--- src/rtl/ifetch_unit.sv ---
// ifetch_unit: instruction fetch front end for a synchronous instruction memory.
// One word is requested per cycle. Fetched words land in a 2-entry {instr, pc}
// skid FIFO that feeds decode through a valid/ready handshake. A redirect
// flushes the FIFO, drops the word in flight and restarts fetch.
// Optional feature macro: IFETCH_PERF_EN compiles in saturating fetch/stall
// performance counters. Without it both counter ports read zero.
module ifetch_unit #(
  parameter int          ADDR_W   = 10,
  parameter logic [31:0] RESET_PC = 32'h0000_0000
) (
  input  logic              clock_i,
  input  logic              reset_ni,
  output logic [ADDR_W-1:0] imem_addr_o,
  input  logic [31:0]       imem_instr_i,
  input  logic              redirect_i,
  input  logic [31:0]       redirect_pc_i,
  output logic              valid_o,
  input  logic              ready_i,
  output logic [31:0]       instr_o,
  output logic [31:0]       pc_o,
  output logic [31:0]       perf_fetch_o,
  output logic [31:0]       perf_stall_o
);

  typedef struct packed {
    logic [31:0] instr;
    logic [31:0] pc;
  } entry_t;

  logic [31:0] pc_q, pc_d;
  logic        inflight_q, inflight_d;
  logic [31:0] inflight_pc_q, inflight_pc_d;
  logic [1:0]  count_q, count_d;
  logic        rd_q, rd_d;
  entry_t      fifo_q [2];

  logic        push, pop, issue, wr_idx;
  logic [2:0]  occ;

  // The memory sees only the registered PC, so ready/redirect never reach
  // the address pins combinationally.
  assign imem_addr_o = pc_q[ADDR_W+1:2];

  assign valid_o = (count_q != 2'd0);
  assign instr_o = fifo_q[rd_q].instr;
  assign pc_o    = fifo_q[rd_q].pc;

  assign push   = inflight_q && !redirect_i;
  assign pop    = valid_o && ready_i;
  // pop implies count >= 1, so the occupancy never goes negative.
  assign occ    = {1'b0, count_q} + {2'b00, push} - {2'b00, pop};
  // Only issue when the returning word is guaranteed a free FIFO slot.
  assign issue  = (occ <= 3'd1) && !redirect_i;
  // Tail slot sits one past the head when a word is already buffered.
  assign wr_idx = rd_q ^ count_q[0];

  // Next-state for fetch PC, in-flight tracking and FIFO pointers.
  always_comb begin
    pc_d          = pc_q;
    inflight_d    = 1'b0;
    inflight_pc_d = inflight_pc_q;
    count_d       = occ[1:0];
    rd_d          = rd_q ^ pop;
    if (redirect_i) begin
      // A pop in this cycle is consumed; the in-flight word is discarded.
      pc_d    = {redirect_pc_i[31:2], 2'b00};
      count_d = 2'd0;
    end else if (issue) begin
      inflight_d    = 1'b1;
      inflight_pc_d = pc_q;
      pc_d          = pc_q + 32'd4;
    end
  end

  // Control state register.
  always_ff @(posedge clock_i or negedge reset_ni) begin
    if (!reset_ni) begin
      pc_q          <= RESET_PC;
      inflight_q    <= 1'b0;
      inflight_pc_q <= 32'd0;
      count_q       <= 2'd0;
      rd_q          <= 1'b0;
    end else begin
      pc_q          <= pc_d;
      inflight_q    <= inflight_d;
      inflight_pc_q <= inflight_pc_d;
      count_q       <= count_d;
      rd_q          <= rd_d;
    end
  end

  // FIFO storage; cleared on reset so instr_o/pc_o read zero while idle.
  always_ff @(posedge clock_i or negedge reset_ni) begin
    if (!reset_ni) begin
      fifo_q[0] <= '0;
      fifo_q[1] <= '0;
    end else if (push) begin
      fifo_q[wr_idx] <= '{instr: imem_instr_i, pc: inflight_pc_q};
    end
  end

`ifdef IFETCH_PERF_EN
  logic [31:0] perf_fetch_q, perf_stall_q;

  // Saturating counters: accepted words and backpressured cycles.
  always_ff @(posedge clock_i or negedge reset_ni) begin
    if (!reset_ni) begin
      perf_fetch_q <= 32'd0;
      perf_stall_q <= 32'd0;
    end else begin
      if (pop && (perf_fetch_q != 32'hFFFF_FFFF))
        perf_fetch_q <= perf_fetch_q + 32'd1;
      if (valid_o && !ready_i && (perf_stall_q != 32'hFFFF_FFFF))
        perf_stall_q <= perf_stall_q + 32'd1;
    end
  end

  assign perf_fetch_o = perf_fetch_q;
  assign perf_stall_o = perf_stall_q;
`else
  assign perf_fetch_o = 32'd0;
  assign perf_stall_o = 32'd0;
`endif

endmodule

--- config.mk ---
export PLATFORM = sky130hd
export DESIGN_NAME = ifetch_unit
export DESIGN_NICKNAME = d
export VERILOG_FILES = /design/src/rtl/ifetch_unit.sv
export SDC_FILE = /design/constraint.sdc
export NUM_CORES = 1
export LEC_CHECK = 0
export ABC_AREA = 1
export BUFFER_PORTS_ARGS = -buffer_cell sky130_fd_sc_hd__buf_2
export CORE_MARGIN = 8
export CORE_UTILIZATION = 45
export DETAILED_ROUTE_END_ITERATION = 7
export PLACE_DENSITY_LB_ADDON = 0.1
export SLEW_MARGIN = 30
export SYNTH_ARGS = -nofsm -noshare
export SYNTH_HDL_FRONTEND = slang
export SYNTH_SLANG_ARGS = --single-unit
--- constraint.sdc ---
create_clock -name clock_i -period 3.08 [get_ports clock_i]
set_clock_uncertainty 0.2 [all_clocks]
set_input_delay 0.616 -clock clock_i [delete_from_list [all_inputs] [get_ports clock_i]]
set_output_delay 0.616 -clock clock_i [all_outputs]
set_load 0.01 [all_outputs]
==> flow_metrics.tcl, run 1 <==
set metrics [dict create \
    worst-path-max-fanout 27 \
    synth_fa_ha_area_share_pct 0.609 \
    drt-total-wl_microns 22500 \
    clkPwrFrac_pct 18.9 \
    path_delay_family "simple AND/OR/NAND/NOR gates" \
    pwr-share-seq_pct 40.5 \
    wire_per_inst_microns 13.7 \
    initial_utilization_pct 45.4 \
    r2r_start "count_q[0]$_DFF_PN0_" \
    drc 0 \
    synth_mux_area_share_pct 0 \
    p_comb_share_pct 40.6 \
    synth_area_per_cell_sq_um 7.62 \
    antenna_found_initial 0 \
    final_cells 1645 \
    finalHoldViolations 0 \
    power_leakage_nw 5.81 \
    clk_pin_slew_worst_paths_ns 0.07 \
    yosys_warnings 0 \
    grt_max_degree 57 \
    p_int_w 0.00636 \
    num_vias 7448 \
    place_inst 1615 \
    rrSetupSlack_ns 0.17 \
    worst_pin_slew_ns 0.583 \
    cp_common_cell "inv_1" \
    tns_ns 0 \
    cts_buffers 17 \
    diodes 0 \
    root_buffer "clkbuf_16" \
    die_w_microns 161 \
    maxSlewHeadroom_pct 61.1 \
    slew_violations 0 \
    yosys.area_share.xor_xnor_pct 0.648 \
    nets 1432 \
    crit_required_ns 3.23 \
    insertion_delay_ns 0.42 \
    worst_r2r_path_depth 13 \
    critPathKind "reg -> reg" \
    fin_crit_sh_pct 94.4 \
    status "complete, no violations" \
    setup_viol 0 \
    critPathLaunchType "register" \
    crit_chain "or2_2 > nand2_1 > inv_1 > ha_1 > inv_1 > ha_1 > inv_1 > fa_1 > nand4_2 > buf_12 > nor2_1 > nand3_1 > nand3_1" \
    h-tree-depth 4 \
    synthesis.area_sq_mm 0.00945 \
    hold_path_depth 3 \
    portBuffers 138 \
    hold_end "pc_q[7]$_DFFE_PN0P_" \
    grt_setup_unrepaired "false" \
    syn_inst 1241 \
    synth_top_family_by_area "simple AND/OR/NAND/NOR gates" \
    die_h_microns 161 \
    max_freq_ghz 0.344 \
    worst_path_max_delay_cell "fa_1" \
    hpwlAfterDp_microns 16200 \
    drt_first_pass_iters 5 \
    gr-total-overflow 0 \
    hp-class "in -> reg" \
    ant_nets 0 \
    r2r-end "pc_q[28]$_DFFE_PN0P_" \
    switchingPower_w 0.00438 \
    critPathArrivalTime_ns 3.06 \
    powerDensity_mw_per_mm2 999 \
    min_from "redirect_pc_i[7]" \
    cts.sinks 188 \
    synth.distinct_cells 30 \
    core_area_sq_mm 0.0208 \
    final_cell_mix "475 x nand2_1, 187 x dfrtp_1, 137 x buf_2" \
    layout_commonest_cell "nand2_1" \
    ys_seq_area_share_pct 49.8 \
    fp-row-count 53 \
    post_drt_via_cell_ratio 4.53 \
    grt_usage_pct 17.8 \
    post-route-min-period_ns 2.91 \
    cts_tree "done" \
    peakVddDrop_mv 0.431 \
    cp-end-kind "register" \
    synth-simple-area-share_pct 25.3 \
    place_congestion 0.902 \
    critPathMaxStageDelay_ns 0.52 \
    maxCapViolCount 0 \
    post_cts_buffers 0 \
    clockBufferDepth 2 \
    synth-compound-area-share_pct 9.44 \
    ios 207 \
    grt_pass1_wl_microns 37800 \
    ys_ff_latch 188 \
    switching_share_pct 40.8 \
    first_global_vias 7203 \
    drt_iter0_drc 431 \
    design.die.area_sq_mm 0.0259 \
    finish.utilization_pct 51.6 \
    cp_num_buf_inv 4 \
    layout-drive-gt1-share_pct 15.0 \
    area_growth_pct 13.7 \
]
[layout make-up]
cell class              instances  area, sq um
clock buffers                  19          443
clock inverters                10         96.3
inverters                     127          482
fillers                      2166        10100
flip-flops and latches        188         4710
well taps                     275          344
multi-input cells             860         3670
repair buffers                166         1010
[layer usage]
| layer | vias to the layer above | part of all wire (%) | global-route usage (%) |
|---|---|---|---|
| met5 | - | 0 | 0 |
| met4 | 0 | 1.5 | 5.35 |
| met3 | 19 | 4.7 | 3.30 |
| met1 | 3355 | 49 | 25.2 |
| li1 | 3921 | - | - |
| met2 | 153 | 45 | 27.1 |
[state kept, by name (all words and copies together), names as in the netlist]
register,cells
inflight_q,1
rd_q,1
pc_q,30
count_q,2
fifo_q,124
inflight_pc_q,30
[per-stage QoR]
step	setup slack, ns	hold WS (ns)	power [W]	instance area [sq um]
floorplan	0.178	0.120	0.00725	9700
global placement	0.0658	0.265	0.00873	10200
detailed placement	0.0563	0.269	0.00881	10200
CTS	0.134	0.201	0.0109	10700
global route	0.000610	0.211	0.0117	10700
finish	0.171	0.224	0.0107	10700
[power groups by stage]
| stage | registers [W] | logic, W | clock network, W |
|---|---|---|---|
| global route | 0.00452 | 0.00500 | 0.00220 |
| floorplan | 0.00415 | 0.00310 | 0 |
| finish | 0.00435 | 0.00436 | 0.00203 |
| global placement | 0.00437 | 0.00437 | 0 |
| detailed placement | 0.00439 | 0.00442 | 0 |
| CTS | 0.00435 | 0.00443 | 0.00210 |
[repair_timing]
item	in CTS	in global routing
endpoints found under the hold margin	44	0
hold buffers	1	0
gates resized for setup	0	2
setup endpoints to repair	0	3
[cell usage after synthesis (all sizes together)]
cell type / n / area (sq um)
nand2: 475 / 1780
a21oi: 13 / 65.1
fa: 1 / 20.0
nand3: 51 / 260
xnor2: 1 / 8.76
nand4: 2 / 18.8
inv: 127 / 482
conb: 1 / 3.75
o21ai: 155 / 783
nand3b: 4 / 30.0
dfrtp: 188 / 4700
ha: 3 / 37.5
nor2: 73 / 274
o211ai: 4 / 30.0
a31oi: 1 / 6.26
xor2: 6 / 52.6
buf: 96 / 732
clkbuf: 35 / 131
o21a: 1 / 7.51
or2: 3 / 18.8
nor3: 1 / 5.00
[worst max-delay path by stage]
stage / slack (ns) / cells after the start / startpoint / to
after global routing: 0.0006 / 13 / count_q[1]$_DFF_PN0_ / pc_q[28]$_DFFE_PN0P_
final: 0.17 / 13 / count_q[0]$_DFF_PN0_ / pc_q[28]$_DFFE_PN0P_
after floorplan: 0.18 / 13 / redirect_i / pc_q[14]$_DFFE_PN0P_
after global placement: 0.07 / 14 / redirect_i / inflight_pc_q[2]$_DFFE_PN0P_
after CTS: 0.13 / 14 / count_q[1]$_DFF_PN0_ / inflight_pc_q[2]$_DFFE_PN0P_
after detailed placement: 0.06 / 14 / redirect_i / inflight_pc_q[2]$_DFFE_PN0P_
[logic make-up after synthesis]
kind of cell,after synthesis
XOR/XNOR,7
AND/OR/NAND/NOR,609
other,1
flip-flops,188
buffers and inverters,258
AO/OA/AOI/OAI,174
adder cells (fa/ha/maj),4
[tightest hold or removal path, stage by stage]
cell and delay [ns]:
buf_2 0.08, nand2_1 0.05, nand3_1 0.07
Power figures use the tool's default switching activity.
==> run 2, diff against run 1 <==
--- a/config.mk
+++ b/config.mk
@@ -6,10 +6,10 @@
 export NUM_CORES = 1
 export LEC_CHECK = 0
 export ABC_AREA = 1
-export BUFFER_PORTS_ARGS = -buffer_cell sky130_fd_sc_hd__buf_2
 export CORE_MARGIN = 8
 export CORE_UTILIZATION = 45
 export DETAILED_ROUTE_END_ITERATION = 7
+export DONT_BUFFER_PORTS = 1
 export PLACE_DENSITY_LB_ADDON = 0.1
 export SLEW_MARGIN = 30
 export SYNTH_ARGS = -nofsm -noshare
==> constraint.sdc (replaced) <==
create_clock -name clock_i -period 2.6 [get_ports clock_i]
set_clock_uncertainty 0.2 [all_clocks]
set_input_delay 0.52 -clock clock_i [delete_from_list [all_inputs] [get_ports clock_i]]
set_output_delay 0.52 -clock clock_i [all_outputs]
set_load 0.01 [all_outputs]
==> run 2 against run 1 <==
The flow now finishes with violations (negative hold slack, negative setup slack). Global-route usage about the same. Critical endpoint is now rd_q$_DFF_PN0_. Combinational power is 21% higher. Sequential power grew 20%. Non-clock buffer count down 110. Worst setup slack worse by 0.36 ns. Critical path depth rose by 6.
==> flow_metrics.tcl, run 2 (synthesized netlist as in run 1, its figures left out) <==
set metrics [dict create \
    status "finished with violations" \
    violations "negative hold slack, negative setup slack" \
    worst_path_max_delay_cell "dfrtp_1" \
    grt_pass1_wl_microns 37500 \
    antenna_found_initial 0 \
    cts_tree "done" \
    whs_ns -0.410 \
    maxCapViolCount 0 \
    power_leakage_nw 5.48 \
    hpwlAfterDp_microns 15600 \
    crit_chain "or2_4 > nand2_4 > buf_4 > buf_6 > buf_4 > buf_4 > buf_4 > buf_4 > buf_4 > buf_4 > buf_4 > buf_6 > buf_6 > buf_6 > buf_6 > buf_6 > buf_6 > buf_6 > xor2_1" \
    fin_crit_sh_pct 107 \
    initial_utilization_pct 45.4 \
    drc 0 \
    portBuffers 0 \
    rrSetupSlack_ns -0.19 \
    critPathLaunchType "register" \
    register_area_sq_mm 0.00471 \
    worst_pin_slew_ns 0.505 \
    cts.sinks 188 \
    drt_first_pass_iters 5 \
    cts_hold_buf 1 \
    worst-path-max-fanout 2 \
    critPathMaxStageDelay_ns 0.36 \
    drt_iter0_drc 572 \
    slew_violations 0 \
    total_power_w 0.0131 \
    clk_pin_slew_worst_paths_ns 0.07 \
    multi_input_area_sq_mm 0.00395 \
    reg_top3 "fifo_q x124, inflight_pc_q x30, pc_q x30" \
    finalHoldViolations 188 \
    largest_reg_flops 124 \
    drt-total-wl_microns 22800 \
    fp-row-count 53 \
    maxSlewHeadroom_pct 66.4 \
    layout_commonest_cell "nand2_1" \
    root_buffer "clkbuf_16" \
    ios 207 \
    diodes 0 \
    die_h_microns 161 \
    worst-path-stages 19 \
    grt_usage_pct 17.8 \
    num_vias 7147 \
    cp_num_buf_inv 16 \
    regMostFlops "fifo_q" \
    cts_buffers 17 \
    ant_nets 0 \
    max_freq_ghz 0.358 \
    post_drt_via_cell_ratio 4.65 \
    critPathArrivalTime_ns 2.88 \
    layout-drive-gt1-share_pct 12.4 \
    fin_ws_ns -0.192 \
    r2r-end "rd_q$_DFF_PN0_" \
    final_cell_mix "457 x nand2_1, 187 x dfrtp_1, 122 x inv_1" \
    gr-total-overflow 0 \
    r2r_start "count_q[0]$_DFF_PN0_" \
    path_delay_family "buffers and inverters" \
    core_area_sq_mm 0.0208 \
    insertion_delay_ns 0.43 \
    critPathKind "reg -> reg" \
    clockBufferDepth 2 \
    die_w_microns 161 \
    first_global_vias 6949 \
    area_growth_pct 13.4 \
    cp-end-kind "register" \
    worst_r2r_path_depth 19 \
    crit_required_ns 2.69 \
    grt_max_degree 189 \
    hp-class "in -> async" \
    post-route-min-period_ns 2.79 \
    powerDensity_mw_per_mm2 1220 \
    h-tree-depth 4 \
    wire_per_inst_microns 14.9 \
    design.die.area_sq_mm 0.0259 \
    place_congestion 0.901 \
    n_fill_cell 2085 \
    nets 1322 \
    setup_viol 59 \
    peakVddDrop_mv 0.471 \
    grt_setup_unrepaired "true" \
]
run 2: changes by cell type in the layout (fill, tap and decap cells not counted), sizes merged:
cell and delta:
buf -113, bufinv +1, clkbuf +4, clkinv +1
clkinvlp -2, inv +2
run 2: worst reg2reg max path, cell delays in order (launching register included):
cell and delay, ns:
dfrtp_1 0.36, or2_4 0.14, nand2_4 0.06, buf_4 0.13, buf_6 0.10, buf_4 0.13, buf_4 0.12, buf_4 0.12
buf_4 0.12, buf_4 0.12, buf_4 0.12, buf_4 0.12, buf_6 0.11, buf_6 0.10, buf_6 0.10, buf_6 0.11
buf_6 0.10, buf_6 0.10, buf_6 0.10, xor2_1 0.13
run 2: through the flow:
stage	setup slack (ns)	std cells	utilization (%)	setup TNS, ns	instance area [sq um]
4_1_cts	-0.190	1531	50.3	-7.94	10500
5_1_grt	-0.268	1538	51.5	-11.63	10700
6_report	-0.192	1538	51.5	-5.28	10700
2_1_floorplan	-0.0994	1306	-	-3.81	9820
3_5_place_dp	-0.224	1480	46.0	-10.28	9570
3_3_place_gp	-0.213	1480	46.0	-8.98	9570
run 2: cell type report:
| cell class | instances | share of cell area [%] |
|---|---|---|
| Clock buffer | 20 | 4.07 |
| Timing Repair Buffer | 56 | 6.11 |
| Sequential cell | 188 | 43.9 |
| Clock inverter | 12 | 1.28 |
| Multi-Input combinational cell | 860 | 36.9 |
| Inverter | 127 | 4.54 |
| Tap cell | 275 | 3.21 |
run 2: power by group:
part           leakage (nW)  total, W  internal [W]  switching (W)
combinational          2.87   0.00529       0.00197        0.00332
sequential             2.34   0.00521       0.00426       0.000950
clock                 0.275   0.00256       0.00143        0.00113
run 2: worst max path at each step:
stage                               from              endpoint  slack [ns]
floorplan                     redirect_i  pc_q[25]$_DFFE_PN0P_        -0.1
global placement    count_q[0]$_DFF_PN0_  pc_q[11]$_DFFE_PN0P_       -0.21
detailed placement  count_q[0]$_DFF_PN0_  pc_q[28]$_DFFE_PN0P_       -0.22
CTS                 count_q[1]$_DFF_PN0_  pc_q[11]$_DFFE_PN0P_       -0.19
global route        count_q[0]$_DFF_PN0_  pc_q[19]$_DFFE_PN0P_       -0.27
finish              count_q[0]$_DFF_PN0_        rd_q$_DFF_PN0_       -0.19
run 2: what timing repair did:
item	CTS	global route
setup endpoints to repair	61	62
pin swaps	13	18
cloned	0	3
hold endpoints to repair	190	188
setup buffers	19	5
resized for setup	41	50
run 2: routing by layer:
| metal | routed length [microns] | up-vias | track usage (%) |
|---|---|---|---|
| li1 | - | 3709 | - |
| met1 | 11200 | 3259 | 24.5 |
| met2 | 10200 | 155 | 27.5 |
| met3 | 1010 | 24 | 4.25 |
| met4 | 429 | 0 | 5.09 |
| met5 | 0 | - | 0 |
==> run 3, diff against run 2 <==
--- a/config.mk
+++ b/config.mk
@@ -7,7 +7,7 @@
 export LEC_CHECK = 0
 export ABC_AREA = 1
 export CORE_MARGIN = 8
-export CORE_UTILIZATION = 45
+export CORE_UTILIZATION = 50
 export DETAILED_ROUTE_END_ITERATION = 7
 export DONT_BUFFER_PORTS = 1
 export PLACE_DENSITY_LB_ADDON = 0.1
==> run 3 against run 2 <==
The flow still finishes with violations (negative hold slack, negative setup slack). Design area up 2.3%. Via count grew 2.1%. Non-clock buffer count down 5.
==> flow_metrics.tcl, run 3 (synthesized netlist as in run 1, its figures left out) <==
set metrics [dict create \
    status "finished with violations" \
    violations "negative hold slack, negative setup slack" \
    fin_ws_ns -0.192 \
    maxSlewHeadroom_pct 62.5 \
    cts_hold_buf 1 \
    area_growth_pct 16.0 \
    clk_pin_slew_worst_paths_ns 0.07 \
    largest_reg_flops 124 \
    drt-total-wl_microns 23300 \
    portBuffers 0 \
    powerDensity_mw_per_mm2 1250 \
    grt_max_degree 189 \
    cts_buffers 17 \
    diodes 0 \
    crit_required_ns 2.75 \
    tns_ns -5.96 \
    die_h_microns 154 \
    hp-class "in -> async" \
    final_cell_mix "452 x nand2_1, 187 x dfrtp_1, 121 x inv_1" \
    reg_top3 "fifo_q x124, inflight_pc_q x30, pc_q x30" \
    maxCapViolCount 0 \
    cts_tree "done" \
    layout_commonest_cell "nand2_1" \
    post-route-min-period_ns 2.79 \
    grt_pass1_wl_microns 37600 \
    critPathArrivalTime_ns 2.94 \
    wire_per_inst_microns 15.6 \
    worst-path-max-fanout 5 \
    gr-total-overflow 0 \
    slew_violations 0 \
    finalHoldViolations 188 \
    n_fill_cell 1777 \
    die_w_microns 154 \
    regMostFlops "fifo_q" \
    post_drt_via_cell_ratio 4.90 \
    initial_utilization_pct 50.7 \
    worst_r2r_path_depth 13 \
    cts.sinks 188 \
    first_global_vias 7105 \
    grt_setup_unrepaired "true" \
    worst_pin_slew_ns 0.560 \
    antenna_found_initial 0 \
    nets 1317 \
    clockBufferDepth 2 \
    place_congestion 0.888 \
    total_power_w 0.0137 \
    core_area_sq_mm 0.0186 \
    insertion_delay_ns 0.43 \
    h-tree-depth 4 \
    ant_nets 0 \
    drt_iter0_drc 346 \
    drc 0 \
    fp-row-count 50 \
    ios 207 \
    max_freq_ghz 0.358 \
    whs_ns -0.421 \
    drt_first_pass_iters 5 \
    root_buffer "clkbuf_16" \
    power_leakage_nw 5.57 \
    setup_viol 62 \
    design.die.area_sq_mm 0.0236 \
    grt_usage_pct 19.6 \
    cp-end-kind "register" \
    peakVddDrop_mv 0.567 \
    critPathLaunchType "register" \
    critPathKind "reg -> reg" \
    fin_crit_sh_pct 107 \
    layout-drive-gt1-share_pct 14.7 \
    hpwlAfterDp_microns 15000 \
    num_vias 7299 \
]
[run 3: changes by cell type in the layout (fill, tap and decap cells not counted), moves of 6 or more]
| cell | change |
|---|---|
| a21oi_1 | -6 |
| a21oi_2 | +6 |
| nand3_2 | +13 |
| buf_6 | -7 |
| nor2_2 | -8 |
| o21ai_2 | +7 |
| nor2_4 | +9 |
| nand3_1 | -12 |
[run 3: area by class of cell]
cell class	instances	area, sq um	area share, %
Sequential cell	188	4710	42.9
Multi-Input combinational cell	860	4150	37.8
Timing Repair Buffer	51	721	6.57
Inverter	127	489	4.46
Clock buffer	17	425	3.88
Tap cell	234	293	2.67
Clock inverter	14	184	1.68
[run 3: worst max-delay path, cell delays in order (launching register included)]
cell and delay [ns]:
dfrtp_1 0.39, or2_4 0.27, nand2_4 0.07, inv_2 0.04, ha_4 0.21, inv_4 0.05
ha_4 0.11, inv_2 0.03, fa_2 0.59, nand3_4 0.19, nor2_4 0.24, buf_6 0.17
nand3_2 0.06, o211ai_1 0.08
[run 3: path summary, 6_finish.rpt]
path,endpoint,slack (ns),startpoint
min in group clock_i,pc_q[4]$_DFFE_PN0P_,0.03,redirect_pc_i[4]
max in group asynchronous,fifo_q[72]$_DFFE_PN0P_,2.27,reset_ni
min reg2reg,fifo_q[20]$_DFFE_PN0P_,0.28,fifo_q[20]$_DFFE_PN0P_
min,fifo_q[119]$_DFFE_PN0P_,-0.42,reset_ni
max reg2reg,pc_q[9]$_DFFE_PN0P_,-0.19,count_q[1]$_DFF_PN0_
max,pc_q[9]$_DFFE_PN0P_,-0.19,count_q[1]$_DFF_PN0_
[run 3: routing by layer]
layer | share of wire [%] | up-vias | GRT usage, %
met5 | 0 | - | 0
met1 | 47 | 3384 | 26.3
met4 | 1.6 | 0 | 5.93
li1 | - | 3701 | -
met2 | 47 | 189 | 31.6
met3 | 4.5 | 25 | 3.81
[run 3: through the flow]
| stage | cells | util (%) | setup slack, ns | cell area, sq um |
|---|---|---|---|---|
| floorplan | 1306 | - | -0.0994 | 9820 |
| global placement | 1432 | 50.8 | -0.203 | 9480 |
| detailed placement | 1432 | 50.8 | -0.259 | 9480 |
| CTS | 1489 | 57.3 | -0.235 | 10700 |
| global route | 1491 | 58.8 | -0.297 | 11000 |
| finish | 1491 | 58.8 | -0.192 | 11000 |
[run 3: where the power goes]
group / switching, W / total, W / internal, W
clock: 0.00118 / 0.00272 / 0.00153
combinational: 0.00351 / 0.00571 / 0.00220
sequential: 0.00101 / 0.00528 / 0.00426
[run 3: what timing repair did]
item	CTS	global route
cloned	6	4
setup buffers	19	2
endpoints found under the hold margin	190	188
gates resized for setup	84	59
endpoints found under the setup margin	61	95
pin swaps	12	18
